<file path="config.mk">
export PLATFORM = sky130hd
export DESIGN_NAME = exu_div_flat
export DESIGN_NICKNAME = d
export VERILOG_FILES = /design/src/rtl/exu_div_if.sv /design/src/rtl/exu_div.sv /design/src/flat_wrapper.sv
export SDC_FILE = /design/constraint.sdc
export NUM_CORES = 1
export LEC_CHECK = 0
export CAP_MARGIN = 5
export CORE_AREA = 5 5 270 140
export DETAILED_ROUTE_END_ITERATION = 8
export DIE_AREA = 0 0 275 145
export PLACE_DENSITY = 0.55
export SKIP_LAST_GASP = 1
export SYNTH_ARGS = -nofsm -noshare
export SYNTH_HDL_FRONTEND = slang
export SYNTH_SLANG_ARGS = --single-unit
</file>
<file path="constraint.sdc">
create_clock -name clk -period 9.15 [get_ports clk]
set_input_delay 2.2875 -clock clk [delete_from_list [all_inputs] [get_ports clk]]
set_output_delay 2.2875 -clock clk [all_outputs]
set_load 0.05 [all_outputs]
</file>
<file path="src/rtl/exu_div_if.sv">
// exu_div_if: issue bundle, flush, busy and writeback handshake; master = pipeline side, slave = divider
interface exu_div_if #(
  parameter int XLEN = 32,
  parameter int TAG_W = 4
);
  logic flush;
  logic div_valid;
  logic div_rem;
  logic div_unsign;
  logic [XLEN-1:0] div_rs1;
  logic [XLEN-1:0] div_rs2;
  logic [4:0] div_rd_addr;
  logic [TAG_W-1:0] div_tag;
  logic div_busy;
  logic wb_valid;
  logic wb_ready;
  logic [XLEN-1:0] wb_data;
  logic [4:0] wb_rd_addr;
  logic [TAG_W-1:0] wb_tag;
  modport master (
    output flush, div_valid, div_rem, div_unsign, div_rs1, div_rs2, div_rd_addr, div_tag, wb_ready,
    input div_busy, wb_valid, wb_data, wb_rd_addr, wb_tag
  );
  modport slave (
    input flush, div_valid, div_rem, div_unsign, div_rs1, div_rs2, div_rd_addr, div_tag, wb_ready,
    output div_busy, wb_valid, wb_data, wb_rd_addr, wb_tag
  );
endinterface

</file>
<file path="src/rtl/exu_div.sv">
// exu_div: iterative radix-2 restoring RV32M divider; clk/rst plain, issue/busy/flush/writeback via exu_div_if.slave
module exu_div #(
  parameter int XLEN = 32,
  parameter int TAG_W = 4
) (
  input logic clk,
  input logic rst,
  exu_div_if.slave d
);
  localparam int CW = $clog2(XLEN);
  localparam logic [CW-1:0] CNT_MAX = CW'(XLEN - 1);
  localparam logic [1:0] IDLE = 2'd0;
  localparam logic [1:0] CALC = 2'd1;
  localparam logic [1:0] FIX = 2'd2;
  localparam logic [1:0] DONE = 2'd3;
  logic [1:0] state;
  logic [CW-1:0] cnt;
  logic [XLEN-1:0] quot, rem_q, dvs, wb_data;
  logic [4:0] wb_rd_addr;
  logic [TAG_W-1:0] wb_tag;
  logic op_rem, q_neg, r_neg;
  logic s1, s2, dz, ovf, ge;
  logic [XLEN-1:0] a1, a2, sub, q_fix, r_fix;
  logic [XLEN:0] r_sh;
  assign s1 = !d.div_unsign && d.div_rs1[XLEN-1];
  assign s2 = !d.div_unsign && d.div_rs2[XLEN-1];
  assign a1 = s1 ? -d.div_rs1 : d.div_rs1;
  assign a2 = s2 ? -d.div_rs2 : d.div_rs2;
  assign dz = d.div_rs2 == '0;
  assign ovf = !d.div_unsign && d.div_rs1 == {1'b1, {(XLEN-1){1'b0}}} && d.div_rs2 == '1;
  assign r_sh = {rem_q, quot[XLEN-1]};
  assign ge = r_sh >= {1'b0, dvs};
  assign sub = r_sh[XLEN-1:0] - dvs;
  assign q_fix = q_neg ? -quot : quot;
  assign r_fix = r_neg ? -rem_q : rem_q;
  assign d.div_busy = state != IDLE;
  assign d.wb_valid = state == DONE;
  assign d.wb_data = wb_data;
  assign d.wb_rd_addr = wb_rd_addr;
  assign d.wb_tag = wb_tag;
  always_ff @(posedge clk) begin
    if (rst) begin
      state <= IDLE;
      cnt <= '0;
      quot <= '0;
      rem_q <= '0;
      dvs <= '0;
      op_rem <= 1'b0;
      q_neg <= 1'b0;
      r_neg <= 1'b0;
      wb_data <= '0;
      wb_rd_addr <= '0;
      wb_tag <= '0;
    end else if (d.flush) begin
      state <= IDLE;
    end else begin
      case (state)
        IDLE: if (d.div_valid) begin
          op_rem <= d.div_rem;
          q_neg <= s1 ^ s2;
          r_neg <= s1;
          quot <= a1;
          rem_q <= '0;
          dvs <= a2;
          cnt <= CNT_MAX;
          wb_rd_addr <= d.div_rd_addr;
          wb_tag <= d.div_tag;
          if (dz || ovf) begin
            wb_data <= dz ? (d.div_rem ? d.div_rs1 : '1) : (d.div_rem ? '0 : d.div_rs1);
            state <= DONE;
          end else begin
            state <= CALC;
          end
        end
        CALC: begin
          quot <= {quot[XLEN-2:0], ge};
          rem_q <= ge ? sub : r_sh[XLEN-1:0];
          cnt <= cnt - 1'b1;
          if (cnt == '0) state <= FIX;
        end
        FIX: begin
          wb_data <= op_rem ? r_fix : q_fix;
          state <= DONE;
        end
        default: if (d.wb_ready) state <= IDLE;
      endcase
    end
  end
endmodule

</file>
<file path="src/flat_wrapper.sv">
// flat-port wrapper written by rule: the top's interface ports become plain ports
module exu_div_flat 
#(
  parameter int XLEN = 32,
  parameter int TAG_W = 4
)
  (clk, rst, d_flush, d_div_valid, d_div_rem, d_div_unsign, d_div_rs1, d_div_rs2, d_div_rd_addr, d_div_tag, d_wb_ready, d_div_busy, d_wb_valid, d_wb_data, d_wb_rd_addr, d_wb_tag);
  exu_div_if #(.XLEN(XLEN), .TAG_W(TAG_W)) d_i ();
  input logic clk;
  input logic rst;
  input wire logic [$bits(d_i.flush)-1:0] d_flush;
  input wire logic [$bits(d_i.div_valid)-1:0] d_div_valid;
  input wire logic [$bits(d_i.div_rem)-1:0] d_div_rem;
  input wire logic [$bits(d_i.div_unsign)-1:0] d_div_unsign;
  input wire logic [$bits(d_i.div_rs1)-1:0] d_div_rs1;
  input wire logic [$bits(d_i.div_rs2)-1:0] d_div_rs2;
  input wire logic [$bits(d_i.div_rd_addr)-1:0] d_div_rd_addr;
  input wire logic [$bits(d_i.div_tag)-1:0] d_div_tag;
  input wire logic [$bits(d_i.wb_ready)-1:0] d_wb_ready;
  output wire logic [$bits(d_i.div_busy)-1:0] d_div_busy;
  output wire logic [$bits(d_i.wb_valid)-1:0] d_wb_valid;
  output wire logic [$bits(d_i.wb_data)-1:0] d_wb_data;
  output wire logic [$bits(d_i.wb_rd_addr)-1:0] d_wb_rd_addr;
  output wire logic [$bits(d_i.wb_tag)-1:0] d_wb_tag;
  assign d_i.flush = d_flush;
  assign d_i.div_valid = d_div_valid;
  assign d_i.div_rem = d_div_rem;
  assign d_i.div_unsign = d_div_unsign;
  assign d_i.div_rs1 = d_div_rs1;
  assign d_i.div_rs2 = d_div_rs2;
  assign d_i.div_rd_addr = d_div_rd_addr;
  assign d_i.div_tag = d_div_tag;
  assign d_i.wb_ready = d_wb_ready;
  assign d_div_busy = d_i.div_busy;
  assign d_wb_valid = d_i.wb_valid;
  assign d_wb_data = d_i.wb_data;
  assign d_wb_rd_addr = d_i.wb_rd_addr;
  assign d_wb_tag = d_i.wb_tag;
  exu_div #(.XLEN(XLEN), .TAG_W(TAG_W)) u_core (.clk(clk), .rst(rst), .d(d_i));
endmodule
</file>
-- Yosys cells after proc, flatten, opt, wreduce, memory -nomap -nowiden
Index checks and enable logic that the tools add are counted.
- order comparisons: 1
- bitwise logic cells: 2
- equality and inequality tests: 8
- add/sub/neg operators: 6
- mux-type cells: 23
- reductions and logical operators: 18
- operators by type and width (kind ; count):
    2-to-1 mux 32 bit ; 13
    one-hot mux 32 bit (2 select lines) ; 3
    negation 32 bit ; 4
    == test 32 bit, second input constant ; 2
    greater-or-equal comparator 33 x 32 -> 1 bit ; 1
    logical NOT 32 bit ; 1
    subtractor 32 bit ; 1
    one-hot mux 5 bit (2 select lines) ; 1
    AND reduction 3 bit ; 3
    2-to-1 mux 2 bit ; 4
    one-hot mux 2 bit (3 select lines) ; 1
    nonzero test 2 bit ; 3
    logical NOT 5 bit ; 1
    2-to-1 mux 5 bit ; 1
    subtractor 5 x 1 -> 5 bit, second input constant ; 1
    == test 2 bit, second input constant ; 2
    logical AND 1 bit ; 4
    != test 2 x 1 -> 1 bit, second input constant ; 2
    AND reduction 4 bit ; 1
    nonzero test 4 bit ; 1
    == test 2 x 1 -> 1 bit, second input constant ; 1
    logical NOT 2 bit ; 1
    != test 2 bit, second input constant ; 1
    OR reduction 2 bit ; 1
    other kinds (4) ; 4
- input bits: 80
- logic and storage cells: 69
- flip-flop bits (word level): 147
- output and inout bits: 43

-- Logic depth before layout (Yosys ltp)
- depth in word-level cells: 7
- mapped depth: 13
- gate-level depth less buffers: 13

-- Least setup slack after synthesis
OpenSTA, ideal clock, no wires.
- kind: input port to flip-flop
- start point: in d_div_rs2[26]
- end point: reg u_core.wb_data[2] (netlist: u_core.d.wb_data[2])
- arrival time: 4812 ps
- setup slack: 4206 ps
- buffers on the path: 2
- stages on the path: 11
- cells stage by stage: or4_4 > or4_4 > or3_4 > or2_1 > o41ai_2 > nand3_2 > a21o_1 > buf_6 > clkbuf_1 > a211oi_1 > nor3_1
- longest elaborated chain between the ends: 5
- ends and longest elaborated chain (item ; line ; source):
    from (decl) ; flat_wrapper.sv:16 ; input wire logic [$bits(d_i.div_rs2)-1:0] d_div_rs2;
    logical NOT 32 bit / == test 32 bit (equally long branches) ; exu_div.sv:29, exu_div.sv:30 ;
    2-to-1 mux 32 bit / logical AND 1 bit (equally long branches) ; exu_div.sv:69, exu_div.sv:30 ;
    2-to-1 mux 32 bit / logical OR 1 bit (equally long branches) ; exu_div.sv:68 ; if (dz || ovf) begin
    2-to-1 mux 32 bit / != test 2 x 1 -> 1 bit (equally long branches) ; - ;
    one-hot mux 32 bit (2 select lines) / AND reduction 4 bit (equally long branches) ; - ;
    to (signal assigned) ; exu_div.sv:69 ; wb_data <= dz ? (d.div_rem ? d.div_rs1 : '1) : (d.div_rem ? '0 : d.div_rs1);
    to (signal assigned) ; exu_div.sv:82 ; wb_data <= op_rem ? r_fix : q_fix;
    to (decl) ; exu_div.sv:18 ; logic [XLEN-1:0] quot, rem_q, dvs, wb_data;
Parallel ways exist; a longest one is shown, timed or not. The select of a mux whose other input is x is not followed.
A chain may end at the register's enable or synchronous reset.

-- Final worst setup path
- start point: in d_div_rs2[0]
- end point: reg u_core.wb_data[11] (netlist: u_core.d.wb_data[11])
The elaborated chain is that of the path after synthesis.

==> results.md <==
- Result of the run: completed
- Routed length per placed instance: ~21 µm
- Initial antenna violation count: 2
- Most numerous cell in the Yosys netlist: nand2_1
- Post-route fraction of the period consumed by the critical path: a little under 70%
- Hold_ws: 457 ps
- Critical-path maximum fanout: 44
- Synth cell types: 71
- Die Height: 145 µm
- Worst vdd rail ir drop: about 0.13 mV
- Number of placement rows: 49
- Yosys Warn Count: 0
- Arrival time at the worst endpoint: 6550 ps
- Post-route clock skew: 14.4 ps
- Number of DRC violations after detailed routing: 0
- Deepest clock path buffer count: 2
- FFs w/ async S/R, synth: 0%
- Post-route core utilization: about two fifths
- Stages on worst setup path: 12
- Die X: between 200 and 300 µm
- First-pass GRT wire length: 65200 µm
- Required time at the endpoint of the critical path: around 9500 ps
- Net Count, Synth: approximately 1.6k
- Headroom to the max-slew limit: approximately 12%
- FILL cells: around 3.6k
- Area of the die: approximately 40000 µm²
- Clock-pin slew of the registers on the worst-case setup and hold paths: ~70 ps
- Post-layout power: around 2.0 mW
- Top post-synthesis cells by area: dfxtp_1 (26%), nand2_1 (6.8%), xnor2_1 (5.7%)
- Estimated wirelength of the detail-placed design: between 30000 and 40000 µm
- Initial drt markers: ~1.3k
- Sequential element share of the synthesized area: 26.4%
- Clock latency of the later-clocked register in the worst-skew pair: ~440 ps
- Number of nets with antenna violations after routing: 0
- Antenna diode count: 0
- Ports placed on the boundary: between 100 and 150
- Number of flip-flops and latches in the synthesized netlist: 147
- 1st-pass router iterations: 6
- Reg-to-Reg Start: u_core.quot[31]
- Critical Path Source Type: input port
- Cell type with the highest aggregate area in the netlist: dfxtp_1
- Area grow syn2layout: 20.5%
- Worst setup slack before clock tree synthesis: around 2600 ps
- Number of nets in the finished design: about 1.7k
- Max Slew Vio Count: 0
- Gp weighted congestion: 0.909
- Family with the most delay on the worst path: simple AND/OR/NAND/NOR gates
- Post-layout min period: between 6000 and 7000 ps
- Starting utilization of the core area: around a third
- Most frequently used flop master after synthesis: dfxtp_1
- Via count: between 10k and 15k
- Fin Setup TNS: 0 ps
- Post-synth EDFFs: 0
- Number of buffers inserted for hold repair after clock tree synthesis: 0
- Max-cap violations: 0
- Worst-case setup margin in the final layout: ~3000 ps
- Cell area after synthesis: about 11000 µm²
- Type of the worst setup path: input port to flop
- Sum of routed wire length over all layers: about 42000 µm
- Vias/cell: ~5.5
- Critical path's slowest cell: a21oi_4
- Gr usage total: 20.8%
- Area of placed instances: 12700 µm²
- Most used standard cells in the synthesized netlist: nand2_1 (201), dfxtp_1 (147), nor2_1 (141)
- Post-synthesis area per instance: between 7 and 8 µm²
- Max stage delay on crit path: 1000 ps
- Hold Path Class: flop to flop
- Ratio of cells with drive above 1 in the final layout: under 10%
- Combined buffer and inverter count along the critical path: 2
- Crit Reg-Reg Endpoint: u_core.rem_q[20]
- Maximum number of pins on one net before global-route repair: 89
- Worst-case hold path end point: u_core.d.wb_rd_addr[3]
- Final hold viol count: 0
- Hold wc startpoint: u_core.d.wb_rd_addr[3]
- Number of global-route vias before repair: approximately 11k
- CTS sink count: around 150
- Number of cells traversed by the worst hold path: 2
- Clock tree root driver cell: clkbuf_16
- Crit path capture type: flop
- Residual overflow from global routing: 0
- Leakage power: 4.78 nW
- TritonCTS buffer count: 17
- Unrepaired setup endpoints after global routing: false
- Clock tree from TritonCTS: yes
- Maximum clock frequency: 161 MHz
- Post-route design area: approximately 13000 µm²
- Area share of the leading cell type in the synthesized netlist: 26.4%
- Filler-free cell count of the finished design: between 2k and 2.5k
- Setup slack of the most critical reg-to-reg path: approximately 5000 ps
- Core Area: 35300 µm²
- Slew of the pin with the lowest slew margin: around 1300 ps
- Worst Reg2Reg Path Length in Cells: 11
- Quantity of gates resized following cts: 0
- Pwr per Cell Area: between 100 and 150 nW/µm²
- Instance count after placement with tap cells included: slightly above 2k
- Cell-by-cell listing of the critical path: clkdlybuf4s50_1 > inv_1 > ha_1 > or3b_2 > nor4_1 > nand4_1 > or2_1 > o41ai_2 > nand3_2 > a21oi_4 > nor2_1 > a311oi_1
- Number of I/O port buffers: roughly 120
- H-tree lvl count: 4
- Number of buffers added for setup after CTS: 0
- Final setup vio count: 0
- Post-synthesis cell count: approximately 1.5k
worst max path at each step:
stage          slack [ps]           from                   end
2_1_floorplan        4210  d_div_rs2[26]   u_core.d.wb_data[2]
3_3_place_gp         2710   d_div_rs1[2]  u_core.d.wb_data[18]
3_5_place_dp         2630   d_div_rs2[0]  u_core.d.wb_data[15]
4_1_cts              3060   d_div_rs2[0]  u_core.d.wb_data[31]
5_1_grt              2700   d_div_rs2[0]  u_core.d.wb_data[13]
6_report             2950   d_div_rs2[0]  u_core.d.wb_data[11]
worst reg2reg max path: stages (launching register included):
cell      delay (ps)
dfxtp_1          490
inv_1            220
ha_1             240
nand2b_1         180
a21oi_1          320
o211ai_1         160
nand3_1          220
a21oi_1          260
o41ai_2          770
buf_4            580
nor2_1           230
a221o_1          380
metal layers:
metal	wire length, µm	track usage [%]	vias up
li1	-	-	5476
met1	22100	34.3	5320
met2	15000	25.6	522
met3	5080	7.00	18
met4	216	3.13	0
met5	0	0	-
layout by cell type, fill, tap and decap left out, types with 6 or more instances in the layout:
cell type and count:
nand2_1 201, dfxtp_1 147, nor2_1 139, clkdlybuf4s50_1 121, a21oi_1 102, o21ai_0 93, xnor2_1 72, xor2_1 70
inv_1 65, a211oi_1 52, ha_1 44, nor3_1 34, o31ai_1 26, o211ai_1 26, maj3_1 24, mux2i_1 24
a21o_1 20, nand3_1 20, or3_1 18, nand4_1 18, clkbuf_16 17, buf_4 17, nor4_1 15, o41ai_1 15
a311oi_1 15, a31oi_1 14, or4_1 11, nand2b_1 11, or2_2 8, a22oi_1 8, a2111oi_0 7, and2_1 6
o22ai_1 6, bufinv_16 6
cell families after synthesis:
kind of cell               Yosys count  share of synthesized area, %
muxes                               25                          2.26
DFF                                147                          26.4
and+or+nand+nor                    519                          21.9
xor gates and xnor gates           142                          11.2
buffers and inverters              165                          5.71
AOI/OAI and AO/OA                  426                          25.2
adders and majority gates           69                          7.29
layout make-up:
type | instances | area, µm² | area share (%)
timing repair buffer | 138 | 1340 | 9.98
clock inverter | 14 | 249 | 1.86
clock buffer | 18 | 439 | 3.28
tap | 484 | 606 | 4.52
multi-input combinational | 1181 | 7580 | 56.5
sequential | 147 | 2940 | 21.9
inverter | 67 | 251 | 1.88
where the power goes:
group	switching [mW]	internal (mW)
logic	0.282	0.169
clock network	0.319	0.523
registers	0.0293	0.668
flip-flops by register name, summed over array words and instances (netlist names):
name	cells
u_core.r_neg	1
u_core.q_neg	1
u_core.d.wb_rd_addr	5
u_core.rem_q	32
u_core.cnt	5
u_core.d.wb_tag	4
u_core.dvs	32
u_core.state	2
u_core.quot	32
u_core.d.wb_data	32
u_core.op_rem	1
(Power assumes the default switching activity.)
